`config.mk`:
```
export PLATFORM = sky130hd
export DESIGN_NAME = cpu_sequencer
export DESIGN_NICKNAME = d
export VERILOG_FILES = /design/src/rtl/cpu_pkg.sv /design/src/rtl/cpu_sequencer.sv
export SDC_FILE = /design/constraint.sdc
export NUM_CORES = 1
export LEC_CHECK = 0
export ABC_AREA = 1
export CORE_ASPECT_RATIO = 1.25
export CORE_MARGIN = 1
export CORE_UTILIZATION = 40
export CTS_BUF_LIST = sky130_fd_sc_hd__clkbuf_8 sky130_fd_sc_hd__clkbuf_16
export DETAILED_ROUTE_END_ITERATION = 6
export DONT_BUFFER_PORTS = 1
export PLACE_DENSITY = 0.63
export SETUP_SLACK_MARGIN = 0.05
export SYNTH_ARGS = -nofsm -noshare
export SYNTH_HDL_FRONTEND = slang
export SYNTH_SLANG_ARGS = --single-unit
```
`constraint.sdc`:
```
create_clock -name clk -period 2.1 [get_ports clk]
set_clock_uncertainty 0.15 [all_clocks]
set_input_delay 0.525 -clock clk [delete_from_list [all_inputs] [get_ports clk]]
set_output_delay 0.525 -clock clk [all_outputs]
set_load 0.1 [all_outputs]
```
`src/rtl/cpu_pkg.sv`:
```
// Shared types and constants for the cpu control path.
// Instruction word is {opcode, rd, rs1, rs2}, rs2 in the low bits.
package cpu_pkg;

  typedef enum logic [2:0] {
    S_IDLE,
    S_FETCH,
    S_OPA,
    S_OPB,
    S_EXEC,
    S_AWAIT,
    S_WB,
    S_DONE
  } state_t;

  localparam logic [1:0] PH_LOAD = 2'b00;
  localparam logic [1:0] PH_EXEC = 2'b01;
  localparam logic [1:0] PH_OUT  = 2'b10;
  localparam logic [1:0] PH_IDLE = 2'b11;

  localparam int DEF_DATA_W  = 4;
  localparam int DEF_RADDR_W = 2;
  localparam int DEF_OP_W    = 3;
  localparam int DEF_PC_W    = 4;

  function automatic int inst_w(
    input int op_w,
    input int raddr_w
  );
    return op_w + 3 * raddr_w;
  endfunction

  function automatic int rs2_lsb(input int raddr_w);
    return 0 * raddr_w;
  endfunction

  function automatic int rs1_lsb(input int raddr_w);
    return raddr_w;
  endfunction

  function automatic int rd_lsb(input int raddr_w);
    return 2 * raddr_w;
  endfunction

  function automatic int op_lsb(input int raddr_w);
    return 3 * raddr_w;
  endfunction

  localparam int DEF_INST_W = inst_w(DEF_OP_W, DEF_RADDR_W);

endpackage

```
`src/rtl/cpu_sequencer.sv`:
```
// Multi-cycle control FSM: fetch, read two operands, run ALU, write back.
// Six cycles per instruction through a single-port register file.
module cpu_sequencer
  import cpu_pkg::*;
#(
  parameter int DATA_W  = DEF_DATA_W,
  parameter int RADDR_W = DEF_RADDR_W,
  parameter int OP_W    = DEF_OP_W,
  parameter int PC_W    = DEF_PC_W
) (
  input  logic                        clk,
  input  logic                        rst,
  input  logic                        start,
  input  logic [PC_W-1:0]             prog_len,
  output logic [PC_W-1:0]             inst_addr,
  input  logic [OP_W+3*RADDR_W-1:0]   inst_data,
  output logic [RADDR_W-1:0]          reg_addr,
  input  logic [DATA_W-1:0]           reg_rdata,
  output logic                        reg_wr_en,
  output logic [DATA_W-1:0]           reg_wdata,
  output logic                        alu_en,
  output logic [OP_W-1:0]             alu_opcode,
  output logic [DATA_W-1:0]           alu_in_1,
  output logic [DATA_W-1:0]           alu_in_2,
  input  logic [DATA_W-1:0]           alu_out,
  output logic [1:0]                  phase,
  output logic                        busy,
  output logic                        done,
  output logic [DATA_W-1:0]           result
);

  localparam int INST_W  = inst_w(OP_W, RADDR_W);
  localparam int RS2_LSB = rs2_lsb(RADDR_W);
  localparam int RS1_LSB = rs1_lsb(RADDR_W);
  localparam int RD_LSB  = rd_lsb(RADDR_W);
  localparam int OP_LSB  = op_lsb(RADDR_W);

  state_t              state_q, state_d;
  logic [PC_W-1:0]     pc_q;
  logic [PC_W-1:0]     len_q;
  logic [INST_W-1:0]   ir_q;
  logic [DATA_W-1:0]   op_a_q;
  logic [DATA_W-1:0]   op_b_q;
  logic [DATA_W-1:0]   res_q;
  logic [DATA_W-1:0]   result_q;

  logic [RADDR_W-1:0]  ir_rd;
  logic [RADDR_W-1:0]  ir_rs1;
  logic [RADDR_W-1:0]  ir_rs2;
  logic                last_inst;

  assign ir_rd  = ir_q[RD_LSB  +: RADDR_W];
  assign ir_rs1 = ir_q[RS1_LSB +: RADDR_W];
  assign ir_rs2 = ir_q[RS2_LSB +: RADDR_W];

  // len_q is never zero once WB is reached
  assign last_inst = (pc_q == len_q - PC_W'(1));

  assign inst_addr  = pc_q;
  assign alu_opcode = ir_q[OP_LSB +: OP_W];
  assign alu_in_1   = op_a_q;
  assign alu_in_2   = op_b_q;
  assign result     = result_q;

  always_ff @(posedge clk or negedge rst) begin
    if (!rst) begin
      state_q <= S_IDLE;
    end else begin
      state_q <= state_d;
    end
  end

  always_comb begin
    state_d   = state_q;
    phase     = PH_LOAD;
    busy      = 1'b1;
    done      = 1'b0;
    alu_en    = 1'b0;
    reg_wr_en = 1'b0;
    reg_addr  = '0;
    reg_wdata = '0;
    unique case (state_q)
      S_IDLE: begin
        phase = PH_IDLE;
        busy  = 1'b0;
        if (start) begin
          state_d = (prog_len != '0) ? S_FETCH : S_DONE;
        end
      end
      S_FETCH: begin
        state_d = S_OPA;
      end
      S_OPA: begin
        reg_addr = ir_rs1;
        state_d  = S_OPB;
      end
      S_OPB: begin
        reg_addr = ir_rs2;
        state_d  = S_EXEC;
      end
      S_EXEC: begin
        phase   = PH_EXEC;
        alu_en  = 1'b1;
        state_d = S_AWAIT;
      end
      S_AWAIT: begin
        phase   = PH_EXEC;
        state_d = S_WB;
      end
      S_WB: begin
        phase     = PH_EXEC;
        reg_wr_en = 1'b1;
        reg_addr  = ir_rd;
        reg_wdata = res_q;
        state_d   = last_inst ? S_DONE : S_FETCH;
      end
      S_DONE: begin
        phase   = PH_OUT;
        done    = 1'b1;
        state_d = S_IDLE;
      end
      default: begin
        state_d = S_IDLE;
      end
    endcase
  end

  always_ff @(posedge clk or negedge rst) begin
    if (!rst) begin
      pc_q     <= '0;
      len_q    <= '0;
      ir_q     <= '0;
      op_a_q   <= '0;
      op_b_q   <= '0;
      res_q    <= '0;
      result_q <= '0;
    end else begin
      unique case (state_q)
        S_IDLE: begin
          if (start) begin
            len_q <= prog_len;
            pc_q  <= '0;
          end
        end
        S_FETCH: ir_q   <= inst_data;
        S_OPA:   op_a_q <= reg_rdata;
        S_OPB:   op_b_q <= reg_rdata;
        S_AWAIT: res_q  <= alu_out;
        S_WB: begin
          result_q <= res_q;
          if (!last_inst) begin
            pc_q <= pc_q + PC_W'(1);
          end
        end
        default: begin
        end
      endcase
    end
  end

endmodule

```
==> impl_metrics.yaml, run 1 <==
cells_and_area:
  final_common_cell: "nand2_1"
  fin_nets: 268
  multi_input_area_um2: 795
  drive_gt1_share_pct: 32.2
  final_area_mm2: 0.00237
  fillerInstances: 395
  layout.area.seq_um2: 903
  diodes: 0
  most-common-layout-cells: "nand2_1, dfrtp_1, inv_1, buf_4, o21ai_0"
  syn2layout_area_growth_pct: 35.0
timing:
  period_needed_ps: 2140
  rsz0062_at_grt: "true"
  finalSetupViolCount: 6
  maxSlewHeadroom_pct: 39.6
  slew_viol_final: 0
  post-route-period-util_pct: 102
  max_freq_mhz: 468
  setup_ws_ps: -38.2
  worst_pin_slew_ps: 906
  finalHoldViolations: 0
  hold_ws_ps: 218
yosys:
  yosysSeqAreaShare_pct: 51.4
  post_synth_num_cell_types: 25
  ys_seq_elements: 36
  synthFlopType: "dfrtp_1"
  yosys_warnings: 0
  async_flop_share_pct: 100
  synth_edf_count: 0
  postSynthCellCount: 204
  synth.net_count: 230
  avgSynthCellArea_um2: 8.59
  syn-cell-area_mm2: 0.00175
setup_path:
  critPathArrivalTime_ps: 1460
  path_cells: "inv_2, nand2_2, nor2_4, nand2_2, nand3_4"
  path_class: "flop to output pin"
  slowest_stage: "dfrtp_2"
  worst_setup_path_end_kind: "output pin"
  cp-start-kind: "flop"
  crit_path_max_fanout: 7
  slowest_delay_ps: 460
  crit_top_cell: "nand2_2"
  cp.required_ps: 1420
die:
  pin_count: 55
  die-area_mm2: 0.00465
  row_count: 26
  dieWidth_um: 61.2
  start_util_pct: 42.4
  core-area_mm2: 0.00413
  fp.dieH_um: 76.0
outcome:
  violations: "negative setup slack"
  outcome: "finished, violations left"
clocking:
  clock-sinks: 36
  cts_root_buf: "clkbuf_8"
  htreeDepth: 2
  clkLatencyLatePin_ps: 280
  cts_buffers: 5
  clk_pin_slew_ps: 70
  cts_tree: "yes"
  clk_path_buf_depth: 2
global_route:
  grt_max_degree: 37
  antenna_found_initial: 0
  grt_pass1_vias: 1307
  grt_pass1_wl_um: 6200
  grt_usage_pct: 18.0
  grt.overflow.total: 0
routing:
  routedWlPerCell_um: 12.2
  dr.pass1.iters: 4
  ant_nets: 0
  viasPerCell: 4.70
  route.vias.total: 1400
  route.detailed.drc: 0
  drt_first_iter_violations: 45
  wirelength_um: 3640
run:
  drv_cap: 0
placement:
  gp_congestion: 0.790
  numPortBuffers: 0
  place_area_mm2: 0.00217
  hpwl_um: 2630
worst_hold_path:
  hp-class: "primary input to flop"
## logic make-up (layout without fill, tap and decap cells)
| logic type | Yosys count | after routing | synth area share, % |
|---|---|---|---|
| adder cells (fa/ha/maj) | 2 | 2 | 1.43 |
| AO/OA/AOI/OAI | 23 | 23 | 6.71 |
| XOR/XNOR | 2 | 2 | 0.999 |
| flip-flops | 36 | 36 | 51.4 |
| AND/OR/NAND/NOR | 96 | 96 | 24.8 |
| buffers and inverters | 36 | 74 | 8.85 |
| multiplexers | 9 | 9 | 5.78 |
## cell usage after synthesis, types with 2 or more instances
cell type / n / area (um2)
ha_1: 2 / 25.0
inv_2: 5 / 18.8
mux2_2: 9 / 101
a21oi_1: 5 / 25.0
nor2_1: 16 / 60.1
o21ai_0: 16 / 80.1
buf_4: 3 / 22.5
nand4_1: 2 / 12.5
nor3_1: 2 / 10.0
nand2_2: 3 / 18.8
dfrtp_1: 36 / 901
nor2_4: 3 / 33.8
nand3_1: 9 / 45.0
nand2_1: 57 / 214
inv_1: 26 / 97.6
## layout make-up
class / instances / share of cell area (%)
sequential: 36 / 38.2
multi-input combinational: 132 / 33.6
timing repair buffer: 36 / 16.8
inverter: 31 / 5.23
tap: 56 / 2.96
clock buffer: 5 / 2.91
clock inverter: 2 / 0.370
## critical path, delay by kind of cell, from the launching register on
kind          cells  cell delay, ps
simple gates      4             660
buf+inv           1              80
flops             1             460
## layer usage
metal,vias to the layer above,global-route usage [%],share of wire (%)
met5,-,0,0
met4,0,5.45,1.4
met1,663,21.7,40
met3,4,4.92,4.2
li1,707,-,-
met2,26,30.1,54
## metrics by stage
stage | worst slack, ps | instances | setup TNS (ps) | util [%]
finish | -38.2 | 298 | -120 | 57.3
CTS | -41.3 | 297 | -154 | 56.8
global placement | 205 | 284 | 0 | 52.4
floorplan | -533 | 204 | -2820 | -
global route | -92.1 | 298 | -581 | 57.3
detailed placement | 184 | 284 | 0 | 52.4
## worst paths after layout
| path | from | endpoint | slack, ps | cells past startpoint |
|---|---|---|---|---|
| max | state_q[0] | reg_addr[1] | -40 | 5 |
| min | prog_len[1] | len_q[1] | 220 | 2 |
| max reg2reg | state_q[0] | inst_addr[3] | 310 | 10 |
| min reg2reg | result[1] | result[1] | 340 | 2 |
| max in group asynchronous | rst | state_q[0] | 1050 | 2 |
| min in group asynchronous | rst | alu_in_2[1] | 540 | 2 |
## registers in the layout, summed over array words and instances, names as in the netlist
signal and count:
alu_in_1 4, alu_in_2 4, inst_addr 4, ir_q 9
len_q 4, res_q 4, result 4, state_q 3
## timing repair
item / 4_1_cts / 5_1_grt
buffers inserted: 4 / 1
gates resized for setup: 11 / 4
pin swaps: 5 / 1
hold endpoints to repair: 36 / 0
hold buffers: 2 / 0
endpoints found under the setup margin: 9 / 11
Power of run 1 is left out: the tool's default activity adds up to more than one toggle a clock period on the data nets, which glitch-free logic cannot reach.
==> inputs of run 2 (changes only) <==
CELL_PAD_IN_SITES_DETAIL_PLACEMENT = 1   (was unset)
CELL_PAD_IN_SITES_GLOBAL_PLACEMENT = 1   (was unset)
HOLD_SLACK_MARGIN = 0.05   (was unset)
PLACE_DENSITY = 0.79   (was 0.63)
RECOVER_POWER = 50   (was unset)
==> run 2 against run 1 <==
Against the previous run: the run still ends with negative setup slack left; cell area up 2.1%; non-clock buffer count up 6; utilization up 1.2 points; fmax down 1.8%; sequential cell count unchanged; via count up 6.2%; critical path depth up 1; register-to-register slack about the same; first-iteration DRC count down 16%; largest cell class unchanged; highest routed layer unchanged.
==> impl_metrics.yaml, run 2 (synthesis gave the netlist of run 1 again) <==
outcome:
  outcome: "finished, violations left"
  violations: "negative setup slack"
placement:
  gp_congestion: 0.775
  hpwl_um: 3240
  numPortBuffers: 0
global_route:
  grt_pass1_vias: 1589
  grt_max_degree: 37
  antenna_found_initial: 0
  grt_usage_pct: 20.1
  grt.overflow.total: 0
  grt_pass1_wl_um: 6930
setup_path:
  cp-start-kind: "flop"
  slowest_stage: "dfrtp_2"
  r2r_setup_slack_ps: 300
  path_class: "flop to output pin"
  worst_setup_path_end_kind: "output pin"
  r2r_end: "state_q[1]"
  crit_top_cell: "nor2_4"
  cp.required_ps: 1420
  crit_path_max_fanout: 6
  critPathArrivalTime_ps: 1500
  path_cells: "inv_2, nand2_2, nor2_4, inv_8, nor2_4, buf_12"
  rr_worst_depth: 9
  slowest_delay_ps: 460
  r2r_start: "state_q[0]"
routing:
  wirelength_um: 4510
  viasPerCell: 4.88
  drt_first_iter_violations: 38
  routedWlPerCell_um: 14.8
  route.vias.total: 1487
  ant_nets: 0
  route.detailed.drc: 0
  dr.pass1.iters: 3
die:
  fp.dieH_um: 76.0
  pin_count: 55
  dieWidth_um: 61.2
  start_util_pct: 42.4
  core-area_mm2: 0.00413
  die-area_mm2: 0.00465
  row_count: 26
cells_and_area:
  regMostFlops: "ir_q"
  multi_input_area_um2: 805
  most-common-layout-cells: "nand2_1, dfrtp_1, buf_4, inv_1, o21ai_0"
  layout.area.seq_um2: 905
  largest_register_ff_count: 9
  fillerInstances: 490
  drive_gt1_share_pct: 34.9
  final_common_cell: "nand2_1"
  final_util_pct: 58.5
  fin_nets: 274
  syn2layout_area_growth_pct: 37.8
  diodes: 0
timing:
  worst_pin_slew_ps: 889
  finalSetupViolCount: 7
  max_freq_mhz: 459
  finalHoldViolations: 0
  rsz0062_at_grt: "true"
  post-route-period-util_pct: 104
  maxSlewHeadroom_pct: 40.7
  period_needed_ps: 2180
  slew_viol_final: 0
  setup_ws_ps: -76.5
worst_hold_path:
  min_to: "len_q[1]"
  hold_depth: 2
  hp-class: "primary input to flop"
  hp-start: "prog_len[1]"
clocking:
  cts_buffers: 5
  cts_root_buf: "clkbuf_8"
  clk_pin_slew_ps: 70
  cts_tree: "yes"
  clock-sinks: 36
  htreeDepth: 2
  clkLatencyLatePin_ps: 290
  clk_path_buf_depth: 2
run:
  drv_cap: 0
[run 2: changes by cell type in the layout (fill, tap and decap cells not counted), sizes merged]
cell and change:
buf +5, inv +1, clkbuf +1
[run 2: how the worst max path moves through the flow]
| stage | depth (start not counted) | slack, ps | from | to |
|---|---|---|---|---|
| global placement | 3 | 210 | state_q[0] | reg_addr[1] |
| finish | 6 | -80 | state_q[0] | reg_wdata[1] |
| floorplan | 7 | -530 | state_q[0] | reg_wdata[0] |
| global route | 5 | -120 | state_q[0] | reg_addr[1] |
| detailed placement | 3 | 160 | state_q[0] | reg_addr[1] |
| CTS | 5 | -50 | state_q[0] | reg_addr[1] |
[run 2: per-stage QoR]
stage / worst slack, ps / TNS [ps] / instances / area, um2 / hold slack, ps
floorplan: -533 / -2820 / 204 / 1840 / 79.4
detailed placement: 158 / 0 / 284 / 2170 / 79.8
global route: -124 / -792 / 305 / 2420 / 210
global placement: 210 / 0 / 284 / 2170 / 80.1
CTS: -51.2 / -213 / 299 / 2360 / 224
finish: -76.5 / -389 / 305 / 2420 / 221
[run 2: area by class of cell]
| cell class | instances | share of cell area [%] |
|---|---|---|
| Timing Repair Buffer | 42 | 17.7 |
| Sequential cell | 36 | 37.4 |
| Clock buffer | 5 | 2.85 |
| Tap cell | 56 | 2.90 |
| Inverter | 31 | 5.13 |
| Clock inverter | 3 | 0.673 |
| Multi-Input combinational cell | 132 | 33.3 |
[run 2: worst max-delay path: cells and delay by family, from the launching register on]
family	cells	cell delay, ps
buffers and inverters	3	350
DFF	1	460
and+or+nand+nor	3	400
[run 2: timing repair]
action,4_1_cts,5_1_grt
setup buffers,5,6
setup endpoints to repair,10,10
hold buffers,2,0
hold endpoints to repair,36,0
resized for setup,11,8
pin swaps,5,2
[run 2: layer usage]
layer	vias up	global-route usage, %	routed length (um)
met5	-	0	0
met4	0	7.73	83
met3	8	5.09	202
met2	37	36.6	2560
met1	722	20.8	1670
li1	720	-	-
Power of run 2 is left out for the same reason.
==> inputs of run 3 (changes only) <==
CORE_UTILIZATION = 45   (was 40)
PLACE_DENSITY = 0.86   (was 0.79)
SETUP_SLACK_MARGIN = unset   (was 0.05)
==> run 3 against run 2 <==
Against the previous run: utilization up 5.8 points; the flow finishes with violations (design-rule violations, negative setup slack); via count up 2.2%; count of clock-buffer cells in the layout grew 1; register-to-register slack lost 170 ps; hold slack improved by 9.7 ps; die area fell by 11%; global-route usage up 3.6 points; cell area shrank 0.16%.
==> impl_metrics.yaml, run 3 (synthesis gave the netlist of run 1 again) <==
routing:
  dr.pass1.iters: 6
  viasPerCell: 5.31
  ant_nets: 0
  drt_first_iter_violations: 51
  route.detailed.drc: 1
  route.vias.total: 1520
  wirelength_um: 5030
  routedWlPerCell_um: 17.6
setup_path:
  r2r_setup_slack_ps: 130
  crit_end: "reg_addr[0]"
  path_cells: "inv_2, nand2_4, nor2_4, buf_4, nand2_4, nand2_8"
  slowest_delay_ps: 460
  cp.required_ps: 1420
  slowest_stage: "dfrtp_2"
  worst_setup_path_end_kind: "output pin"
  r2r_end: "inst_addr[0]"
  critPathArrivalTime_ps: 1540
  worstSetupPathDepth: 6
  path_class: "flop to output pin"
  crit_top_cell: "nand2_4"
  crit_path_max_fanout: 5
  path_buf_inv: 2
  crit_start: "state_q[0]"
  cp-start-kind: "flop"
  cp_top_family: "simple AND/OR/NAND/NOR gates"
  rr_worst_depth: 9
  r2r_start: "state_q[0]"
timing:
  hold_ws_ps: 230
  worst_pin_slew_ps: 895
  max_freq_mhz: 452
  finalSetupViolCount: 9
  finalHoldViolations: 0
  period_needed_ps: 2210
  setup_ws_ps: -112
  post-route-period-util_pct: 105
  slew_viol_final: 0
  rsz0062_at_grt: "true"
  maxSlewHeadroom_pct: 40.3
cells_and_area:
  final_area_mm2: 0.00241
  instances_no_fill: 286
  diodes: 0
  syn2layout_area_growth_pct: 37.6
  largest_register_ff_count: 9
  most-common-layout-cells: "nand2_1, dfrtp_1, buf_4, inv_1, o21ai_0"
  regMostFlops: "ir_q"
  drive_gt1_share_pct: 36.6
  final_common_cell: "nand2_1"
  fin_nets: 271
placement:
  numPortBuffers: 0
  placedCellCount: 267
  place_area_mm2: 0.00213
  hpwl_um: 3130
  gp_congestion: 0.793
run:
  drv_cap: 0
clocking:
  cts_tree: "yes"
  cts_buffers: 5
  clk_path_buf_depth: 2
  clock-sinks: 36
  clkLatencyLatePin_ps: 280
  clk_pin_slew_ps: 80
  htreeDepth: 2
  cts_root_buf: "clkbuf_8"
outcome:
  outcome: "finished, violations left"
  violations: "design-rule violations, negative setup slack"
worst_hold_path:
  hp-class: "primary input to flop"
  hp-start: "prog_len[2]"
die:
  fp.dieH_um: 71.8
  die-area_mm2: 0.00415
  start_util_pct: 46.7
  dieWidth_um: 57.8
  core-area_mm2: 0.00375
  pin_count: 55
  row_count: 25
global_route:
  grt_max_degree: 37
  grt_pass1_wl_um: 7470
  grt_pass1_vias: 1599
  grt_usage_pct: 23.7
  grt.overflow.total: 0
  antenna_found_initial: 0
[run 3: cell count changes in the layout (fill, tap and decap cells not counted), moves of 2 or more]
cell / change
nand2_4: +2
buf_4: -4
buf_6: +2
inv_1: -3
nand3_4: +2
clkinv_2: +2
nand2_1: -2
[run 3: worst min-delay path by stage]
stage / end / slack [ps] / cells after the start
global placement: alu_in_1[1] / 80 / 0
floorplan: alu_in_1[0] / 80 / 0
finish: len_q[2] / 230 / 2
detailed placement: alu_in_1[1] / 80 / 0
CTS: ir_q[6] / 230 / 1
global route: ir_q[7] / 230 / 1
[run 3: metal layers]
layer	wire length (um)	track usage, %	up-vias
met3	143	3.79	12
li1	-	-	719
met5	0	0	-
met2	2900	45.5	38
met4	114	8.73	0
met1	1880	25.4	751
[run 3: layout make-up]
| class | instances | area, um2 |
|---|---|---|
| Fill cell | 434 | 1340 |
| Timing Repair Buffer | 39 | 400 |
| Clock inverter | 2 | 10.0 |
| Tap cell | 40 | 50.0 |
| Clock buffer | 6 | 82.6 |
| Inverter | 31 | 124 |
| Sequential cell | 36 | 905 |
| Multi-Input combinational cell | 132 | 841 |
[run 3: per-stage QoR]
step | TNS (ps) | setup slack (ps) | util (%)
finish | -508 | -112 | 64.3
global route | -969 | -162 | 64.3
CTS | -296 | -64.5 | 61.9
detailed placement | 0 | 137 | 56.8
global placement | 0 | 221 | 56.8
floorplan | -2790 | -533 | -
[run 3: worst register-to-register path: stages (launching register included)]
cell	delay (ps)
dfrtp_2	460
inv_2	100
nand2_4	60
nor2_4	220
buf_4	340
o21ai_1	140
inv_2	120
nand2_2	100
nand2_1	110
nand2_1	60
[run 3: repair_timing]
action,4_1_cts,5_1_grt
pin swaps,5,5
setup buffers,5,5
endpoints found under the setup margin,8,10
gates resized for setup,9,18
endpoints found under the hold margin,36,0
hold buffers,2,0
Power of run 3 is left out for the same reason.
